`src/rtl/bsg_counter_dynamic_reload_down_pkg.sv`:
```
// Shared types for the dynamic-reload down counter.
// The run state is a single bit so it can live in the generic enable flop.
package bsg_counter_dynamic_reload_down_pkg;

    typedef enum logic {
        IDLE = 1'b0,
        RUN  = 1'b1
    } state_e;

endpackage

```
`src/rtl/bsg_dff_en_async_reset_n.sv`:
```
// Width-parameterised enable flop with asynchronous active-low clear.
module bsg_dff_en_async_reset_n #(
    parameter int width_p = 1
) (
    input  logic               clk_i,
    input  logic               reset_n_i,
    input  logic               en_i,
    input  logic [width_p-1:0] data_i,
    output logic [width_p-1:0] data_o
);

    logic [width_p-1:0] r_data;

    always_ff @(posedge clk_i or negedge reset_n_i) begin
        if (!reset_n_i) begin
            r_data <= '0;
        end else if (en_i) begin
            r_data <= data_i;
        end
    end

    assign data_o = r_data;

endmodule

```
`src/rtl/bsg_counter_dynamic_reload_down.sv`:
```
// Down counter with a run-time limit, a one-entry shadow for the next period,
// and an underflow flag while sitting at zero; period is limit+1 enabled cycles.
module bsg_counter_dynamic_reload_down
    import bsg_counter_dynamic_reload_down_pkg::*;
#(
    parameter int width_p = 16
) (
    input  logic               clk_i,
    input  logic               reset_n_i,
    input  logic               en_i,
    input  logic               limit_v_i,
    input  logic [width_p-1:0] limit_i,
    output logic               limit_ready_o,
    output logic [width_p-1:0] counter_o,
    output logic               underflowed_o,
    output logic               running_o
);

    logic [0:0]         w_state_q;
    logic [0:0]         w_state_d;
    state_e             w_state;
    logic [width_p-1:0] w_counter_q;
    logic [width_p-1:0] w_counter_d;
    logic [width_p-1:0] w_active_q;
    logic [width_p-1:0] w_active_d;
    logic [width_p-1:0] w_shadow_q;
    logic [0:0]         w_shadow_v_q;
    logic [0:0]         w_shadow_v_d;
    logic               w_idle;
    logic               w_run;
    logic               w_zero;
    logic               w_hs;
    logic               w_reload;
    logic               w_counter_en;
    logic               w_active_en;
    logic               w_shadow_en;
    logic               w_shadow_v_en;
    logic               w_state_en;

    assign w_state  = state_e'(w_state_q);
    assign w_idle   = (w_state == IDLE);
    assign w_run    = (w_state == RUN);
    assign w_zero   = (w_counter_q == '0);
    assign w_hs     = limit_v_i & limit_ready_o;
    assign w_reload = w_run & en_i & w_zero;

    // A reload prefers the queued shadow value, then a same-cycle handshake,
    // and otherwise repeats the current period.
    always_comb begin
        w_counter_d = w_active_q;
        if (w_idle) begin
            w_counter_d = limit_i;
        end else if (!w_zero) begin
            w_counter_d = w_counter_q - width_p'(1);
        end else if (w_shadow_v_q[0]) begin
            w_counter_d = w_shadow_q;
        end else if (w_hs) begin
            w_counter_d = limit_i;
        end
    end

    assign w_counter_en  = (w_idle & w_hs) | (w_run & en_i);
    assign w_active_en   = (w_idle & w_hs) | (w_reload & (w_shadow_v_q[0] | w_hs));
    assign w_active_d    = (w_reload & w_shadow_v_q[0]) ? w_shadow_q : limit_i;
    assign w_shadow_en   = w_run & w_hs & ~w_reload;
    assign w_shadow_v_en = w_shadow_en | (w_reload & w_shadow_v_q[0]);
    assign w_shadow_v_d  = w_reload ? 1'b0 : 1'b1;
    assign w_state_en    = w_idle & w_hs;
    assign w_state_d     = RUN;

    bsg_dff_en_async_reset_n #(.width_p(width_p)) u_counter (
        .clk_i(clk_i), .reset_n_i(reset_n_i), .en_i(w_counter_en),
        .data_i(w_counter_d), .data_o(w_counter_q)
    );

    bsg_dff_en_async_reset_n #(.width_p(width_p)) u_active (
        .clk_i(clk_i), .reset_n_i(reset_n_i), .en_i(w_active_en),
        .data_i(w_active_d), .data_o(w_active_q)
    );

    bsg_dff_en_async_reset_n #(.width_p(width_p)) u_shadow (
        .clk_i(clk_i), .reset_n_i(reset_n_i), .en_i(w_shadow_en),
        .data_i(limit_i), .data_o(w_shadow_q)
    );

    bsg_dff_en_async_reset_n #(.width_p(1)) u_shadow_v (
        .clk_i(clk_i), .reset_n_i(reset_n_i), .en_i(w_shadow_v_en),
        .data_i(w_shadow_v_d), .data_o(w_shadow_v_q)
    );

    bsg_dff_en_async_reset_n #(.width_p(1)) u_state (
        .clk_i(clk_i), .reset_n_i(reset_n_i), .en_i(w_state_en),
        .data_i(w_state_d), .data_o(w_state_q)
    );

    assign limit_ready_o = ~w_shadow_v_q[0];
    assign counter_o     = w_counter_q;
    assign running_o     = w_run;
    assign underflowed_o = w_run & w_zero;

endmodule

```
`config.mk`:
```
export PLATFORM = sky130hd
export DESIGN_NAME = bsg_counter_dynamic_reload_down
export DESIGN_NICKNAME = d
export VERILOG_FILES = /design/src/rtl/bsg_counter_dynamic_reload_down_pkg.sv /design/src/rtl/bsg_dff_en_async_reset_n.sv /design/src/rtl/bsg_counter_dynamic_reload_down.sv
export SDC_FILE = /design/constraint.sdc
export NUM_CORES = 1
export LEC_CHECK = 0
export ABC_AREA = 1
export CAP_MARGIN = 20
export CORE_MARGIN = 4
export CORE_UTILIZATION = 40
export DETAILED_ROUTE_END_ITERATION = 12
export SYNTH_ARGS = -nofsm -noshare
export SYNTH_HDL_FRONTEND = slang
export SYNTH_SLANG_ARGS = --single-unit
```
`constraint.sdc`:
```
create_clock -name clk_i -period 1.5 [get_ports clk_i]
set_input_delay 0.225 -clock clk_i [delete_from_list [all_inputs] [get_ports clk_i]]
set_output_delay 0.225 -clock clk_i [all_outputs]
set_load 0.03 [all_outputs]
```
==> impl_metrics.xml <==
<?xml version="1.0" encoding="UTF-8"?>
<metrics>
  <group name="place">
    <metric name="dp.final_hpwl" unit="microns">7378</metric>
    <metric name="gp_congestion" unit="">0.9044</metric>
    <metric name="portBuffers" unit="">38</metric>
    <metric name="dpl_cell_area" unit="sq um">4438</metric>
    <metric name="dp_slack" unit="ps">-345.6</metric>
  </group>
  <group name="floorplan">
    <metric name="die_h" unit="microns">99.54</metric>
    <metric name="core_area" unit="sq um">8175</metric>
    <metric name="chipWidth" unit="microns">99.54</metric>
    <metric name="boundaryPins" unit="">39</metric>
    <metric name="design.die.area" unit="sq um">9908</metric>
    <metric name="rows" unit="">33</metric>
    <metric name="start_util" unit="%">41.00</metric>
  </group>
  <group name="power">
    <metric name="power.density" unit="nW/um^2">1271</metric>
    <metric name="switching_power" unit="mW">2.740</metric>
    <metric name="internal-power" unit="mW">3.627</metric>
    <metric name="pwr-share-clk" unit="%">13.5</metric>
    <metric name="worst_ir_drop_vdd" unit="mV">0.5859</metric>
    <metric name="power.switching_fraction" unit="%">43.04</metric>
    <metric name="power_frac_seq" unit="%">31.4</metric>
    <metric name="power.share.combinational" unit="%">55.1</metric>
    <metric name="static-leakage-power" unit="nW">2.609</metric>
  </group>
  <group name="global_route">
    <metric name="grt_pass1_vias" unit="">3412</metric>
    <metric name="grt_util_all_layers" unit="%">20.69</metric>
    <metric name="global_route_wire_length_before_repair" unit="microns">16390</metric>
    <metric name="grt_max_degree" unit="">51</metric>
    <metric name="grt_antenna_before_repair" unit="">0</metric>
    <metric name="gr-total-overflow" unit="">0</metric>
  </group>
  <group name="setup_path">
    <metric name="setup.worst_path.class" unit="">reg -&gt; out</metric>
    <metric name="r2r-end" unit="">u_counter.data_o[5]</metric>
    <metric name="reg2reg_setup_slack" unit="ps">-370</metric>
    <metric name="worst_setup_sp" unit="">u_counter.data_o[0]</metric>
    <metric name="critPathArrivalTime" unit="ps">1670</metric>
    <metric name="reg2reg_depth" unit="">14</metric>
    <metric name="startpoint_type" unit="">flop</metric>
    <metric name="rr_startpoint" unit="">u_counter.data_o[0]</metric>
    <metric name="critPathCapture" unit="">underflowed_o</metric>
    <metric name="crit_path_max_fanout" unit="">2</metric>
    <metric name="critical_path_required" unit="ps">1270</metric>
    <metric name="timing.critical_path.to_type" unit="">output port</metric>
  </group>
  <group name="sta">
    <metric name="fmaxAchievable" unit="GHz">0.5266</metric>
    <metric name="min_period" unit="ps">1899</metric>
    <metric name="worst_setup_slack_after_layout" unit="ps">-399.1</metric>
    <metric name="worst_clock_skew" unit="ps">8.455</metric>
    <metric name="fin_tns_setup" unit="ps">-7049</metric>
    <metric name="finalCritPeriodShare" unit="%">126.6</metric>
    <metric name="finalSetupViolCount" unit="">46</metric>
    <metric name="worst_slew_margin_rel" unit="%">78.93</metric>
    <metric name="grt_setup_unrepaired" unit="">yes</metric>
    <metric name="hold_viol_final" unit="">0</metric>
    <metric name="worst_pin_slew" unit="ps">314.7</metric>
    <metric name="hold-worst-slack" unit="ps">419.1</metric>
    <metric name="final_max_slew_viol_count" unit="">0</metric>
  </group>
  <group name="clock_network">
    <metric name="tritoncts.num_buffers" unit="">5</metric>
    <metric name="clock_sinks" unit="">50</metric>
    <metric name="max-clock-path-buffers" unit="">2</metric>
    <metric name="clock_tree.htree_level_count" unit="">2</metric>
    <metric name="tritoncts" unit="">yes</metric>
    <metric name="insertion_delay" unit="ps">310</metric>
    <metric name="clockRootBuffer" unit="">sky130_fd_sc_hd__clkbuf_8</metric>
    <metric name="clkSlewWorstSetupHoldPaths" unit="ps">100</metric>
  </group>
  <group name="status">
    <metric name="violations" unit="">negative setup slack</metric>
    <metric name="run_status" unit="">finished, violations left</metric>
  </group>
  <group name="routing">
    <metric name="dr.first_iter.drc_count" unit="">170</metric>
    <metric name="total_wirelength" unit="microns">10240</metric>
    <metric name="vias_per_cell" unit="">4.974</metric>
    <metric name="firstDrtPassIters" unit="">5</metric>
    <metric name="detail-route-antenna-nets" unit="">0</metric>
    <metric name="post-route-drc-count" unit="">0</metric>
    <metric name="wl_per_cell" unit="microns">14.11</metric>
    <metric name="vias" unit="">3611</metric>
  </group>
  <group name="logic_synthesis">
    <metric name="synth.net_count" unit="">520</metric>
    <metric name="postSynthRegisterBits" unit="">50</metric>
    <metric name="ys_seq_area_share" unit="%">37.33</metric>
    <metric name="post_synth_main_area_contributors" unit="">sky130_fd_sc_hd__dfrtp_1 (37%), sky130_fd_sc_hd__nand2_1 (22%), sky130_fd_sc_hd__nand3_1 (7.5%), sky130_fd_sc_hd__inv_1 (6.2%), sky130_fd_sc_hd__o21ai_0 (5.2%)</metric>
    <metric name="synth_cell_types" unit="">32</metric>
    <metric name="post_synth_instance_area" unit="sq um">3352</metric>
    <metric name="synth_top_area_share" unit="%">37.33</metric>
    <metric name="yosys.area.top_type" unit="">sky130_fd_sc_hd__dfrtp_1</metric>
    <metric name="syn_avg_cell_area" unit="sq um">6.731</metric>
    <metric name="yosys_warnings" unit="">0</metric>
    <metric name="post_synth_inst_count" unit="">498</metric>
  </group>
  <group name="layout">
    <metric name="layout.cells.most_common_list" unit="">sky130_fd_sc_hd__nand2_1 (183), sky130_fd_sc_hd__buf_4 (72), sky130_fd_sc_hd__inv_1 (49), sky130_fd_sc_hd__nand3_1 (40), sky130_fd_sc_hd__dfrtp_1 (36)</metric>
    <metric name="synthToLayoutAreaGrowth" unit="%">49.42</metric>
    <metric name="finalInstanceArea" unit="sq um">5009</metric>
    <metric name="drive_gt1_share" unit="%">32.85</metric>
    <metric name="final_nets" unit="">642</metric>
    <metric name="layout_commonest_cell" unit="">sky130_fd_sc_hd__nand2_1</metric>
    <metric name="antenna-diode-count" unit="">0</metric>
  </group>
  <group name="hold_path">
    <metric name="min-delay-path-class" unit="">in -&gt; async</metric>
  </group>
  <group name="job">
    <metric name="cap_viol_max_count" unit="">0</metric>
  </group>
</metrics>
## cells in the mapped netlist
library cell and number:
sky130_fd_sc_hd__inv_2 1, sky130_fd_sc_hd__nand2_2 4, sky130_fd_sc_hd__nor2_1 34, sky130_fd_sc_hd__buf_1 1, sky130_fd_sc_hd__ha_1 2, sky130_fd_sc_hd__xor2_1 1, sky130_fd_sc_hd__nand3_1 50, sky130_fd_sc_hd__nand2_1 195
sky130_fd_sc_hd__nand4_1 5, sky130_fd_sc_hd__nand3_2 6, sky130_fd_sc_hd__nor2_4 2, sky130_fd_sc_hd__o21ai_0 35, sky130_fd_sc_hd__nand2_4 1, sky130_fd_sc_hd__a21oi_1 11, sky130_fd_sc_hd__or2_2 1, sky130_fd_sc_hd__a31oi_1 1
sky130_fd_sc_hd__o211ai_1 5, sky130_fd_sc_hd__o21ai_4 1, sky130_fd_sc_hd__buf_2 7, sky130_fd_sc_hd__o31ai_1 1, sky130_fd_sc_hd__nand3b_4 1, sky130_fd_sc_hd__dfrtp_1 50, sky130_fd_sc_hd__o21ai_1 2, sky130_fd_sc_hd__xnor2_1 1
sky130_fd_sc_hd__buf_4 2, sky130_fd_sc_hd__nand3b_1 6, sky130_fd_sc_hd__nor2_2 4, sky130_fd_sc_hd__nor2_8 3, sky130_fd_sc_hd__clkbuf_1 5, sky130_fd_sc_hd__inv_4 1, sky130_fd_sc_hd__inv_1 55, sky130_fd_sc_hd__buf_6 4
## stage by stage
step           std cells  total power, mW  util [%]
2_1_floorplan        498            3.762         -
3_3_place_gp         699            5.198     54.29
3_5_place_dp         699            5.233     54.29
4_1_cts              720            6.129     58.20
5_1_grt              726            6.839     61.26
6_report             726            6.368     61.26
## repair_timing
action | CTS | global route
setup endpoints to repair | 52 | 56
hold buffers | 1 | 0
hold endpoints to repair | 50 | 0
gates resized for setup | 54 | 81
cloned | 1 | 3
pin swaps | 16 | 24
buffers inserted | 13 | 5
## logic make-up (layout without fill, tap and decap cells)
| logic type | count (synthesis) | in the layout | synth area share (%) |
|---|---|---|---|
| DFF | 50 | 50 | 37.33 |
| AOI/OAI and AO/OA | 56 | 56 | 9.183 |
| xor gates and xnor gates | 2 | 2 | 0.5227 |
| and+or+nand+nor | 312 | 312 | 42.25 |
| buffers and inverters | 76 | 199 | 9.966 |
| adders and majority gates | 2 | 2 | 0.7464 |
## sequential cells by signal, summed over array words and instances (netlist names)
name	count
u_shadow_v.data_o	1
u_active.data_o	16
u_shadow.data_o	16
u_counter.data_o	16
u_state.data_o	1
## per-layer routing
metal	global-route usage, %	routed length [microns]	vias to the layer above
li1	-	-	1820
met1	28.53	4615	1678
met2	34.04	5022	103
met3	3.366	490	10
met4	5.042	112	0
met5	0	0	-
## area by class of cell
cell class,count,area (sq um)
Fill cell,766,3167
Inverter,57,227.7
Tap cell,105,131.4
Clock inverter,3,22.52
Timing Repair Buffer,133,1244
Timing Repair inverter,1,6.256
Sequential cell,50,1269
Multi-Input combinational cell,372,2039
Clock buffer,5,68.82
## worst min path at each step
stage | to | from | slack, ps
after floorplan | u_active.data_o[0] | reset_n_i | -70
after global placement | u_counter.data_o[2] | reset_n_i | 240
after detailed placement | u_counter.data_o[1] | reset_n_i | 240
after CTS | u_active.data_o[1] | reset_n_i | 440
after global routing | u_counter.data_o[4] | reset_n_i | 470
final | u_counter.data_o[1] | reset_n_i | 420
## power by group through the flow
stage / Combinational (mW) / Clock, mW / Sequential (mW)
after global routing: 3.86 / 0.935 / 2.05
final: 3.51 / 0.860 / 2.00
after global placement: 3.19 / 0 / 2.00
after detailed placement: 3.22 / 0 / 2.01
after floorplan: 1.39 / 0 / 2.37
after CTS: 3.25 / 0.888 / 1.99
## critical path, cell delays in order, from the launching register on
cell                      delay (ps)
sky130_fd_sc_hd__dfrtp_2         440
sky130_fd_sc_hd__inv_4            70
sky130_fd_sc_hd__ha_4            130
sky130_fd_sc_hd__inv_2            30
sky130_fd_sc_hd__nor2_2           90
sky130_fd_sc_hd__nand2_2          70
sky130_fd_sc_hd__nor2_2          120
sky130_fd_sc_hd__nand2_2          80
sky130_fd_sc_hd__buf_6           130
sky130_fd_sc_hd__nor2_4           70
sky130_fd_sc_hd__buf_6           130
No activity file was read; power rests on OpenSTA's default activity.
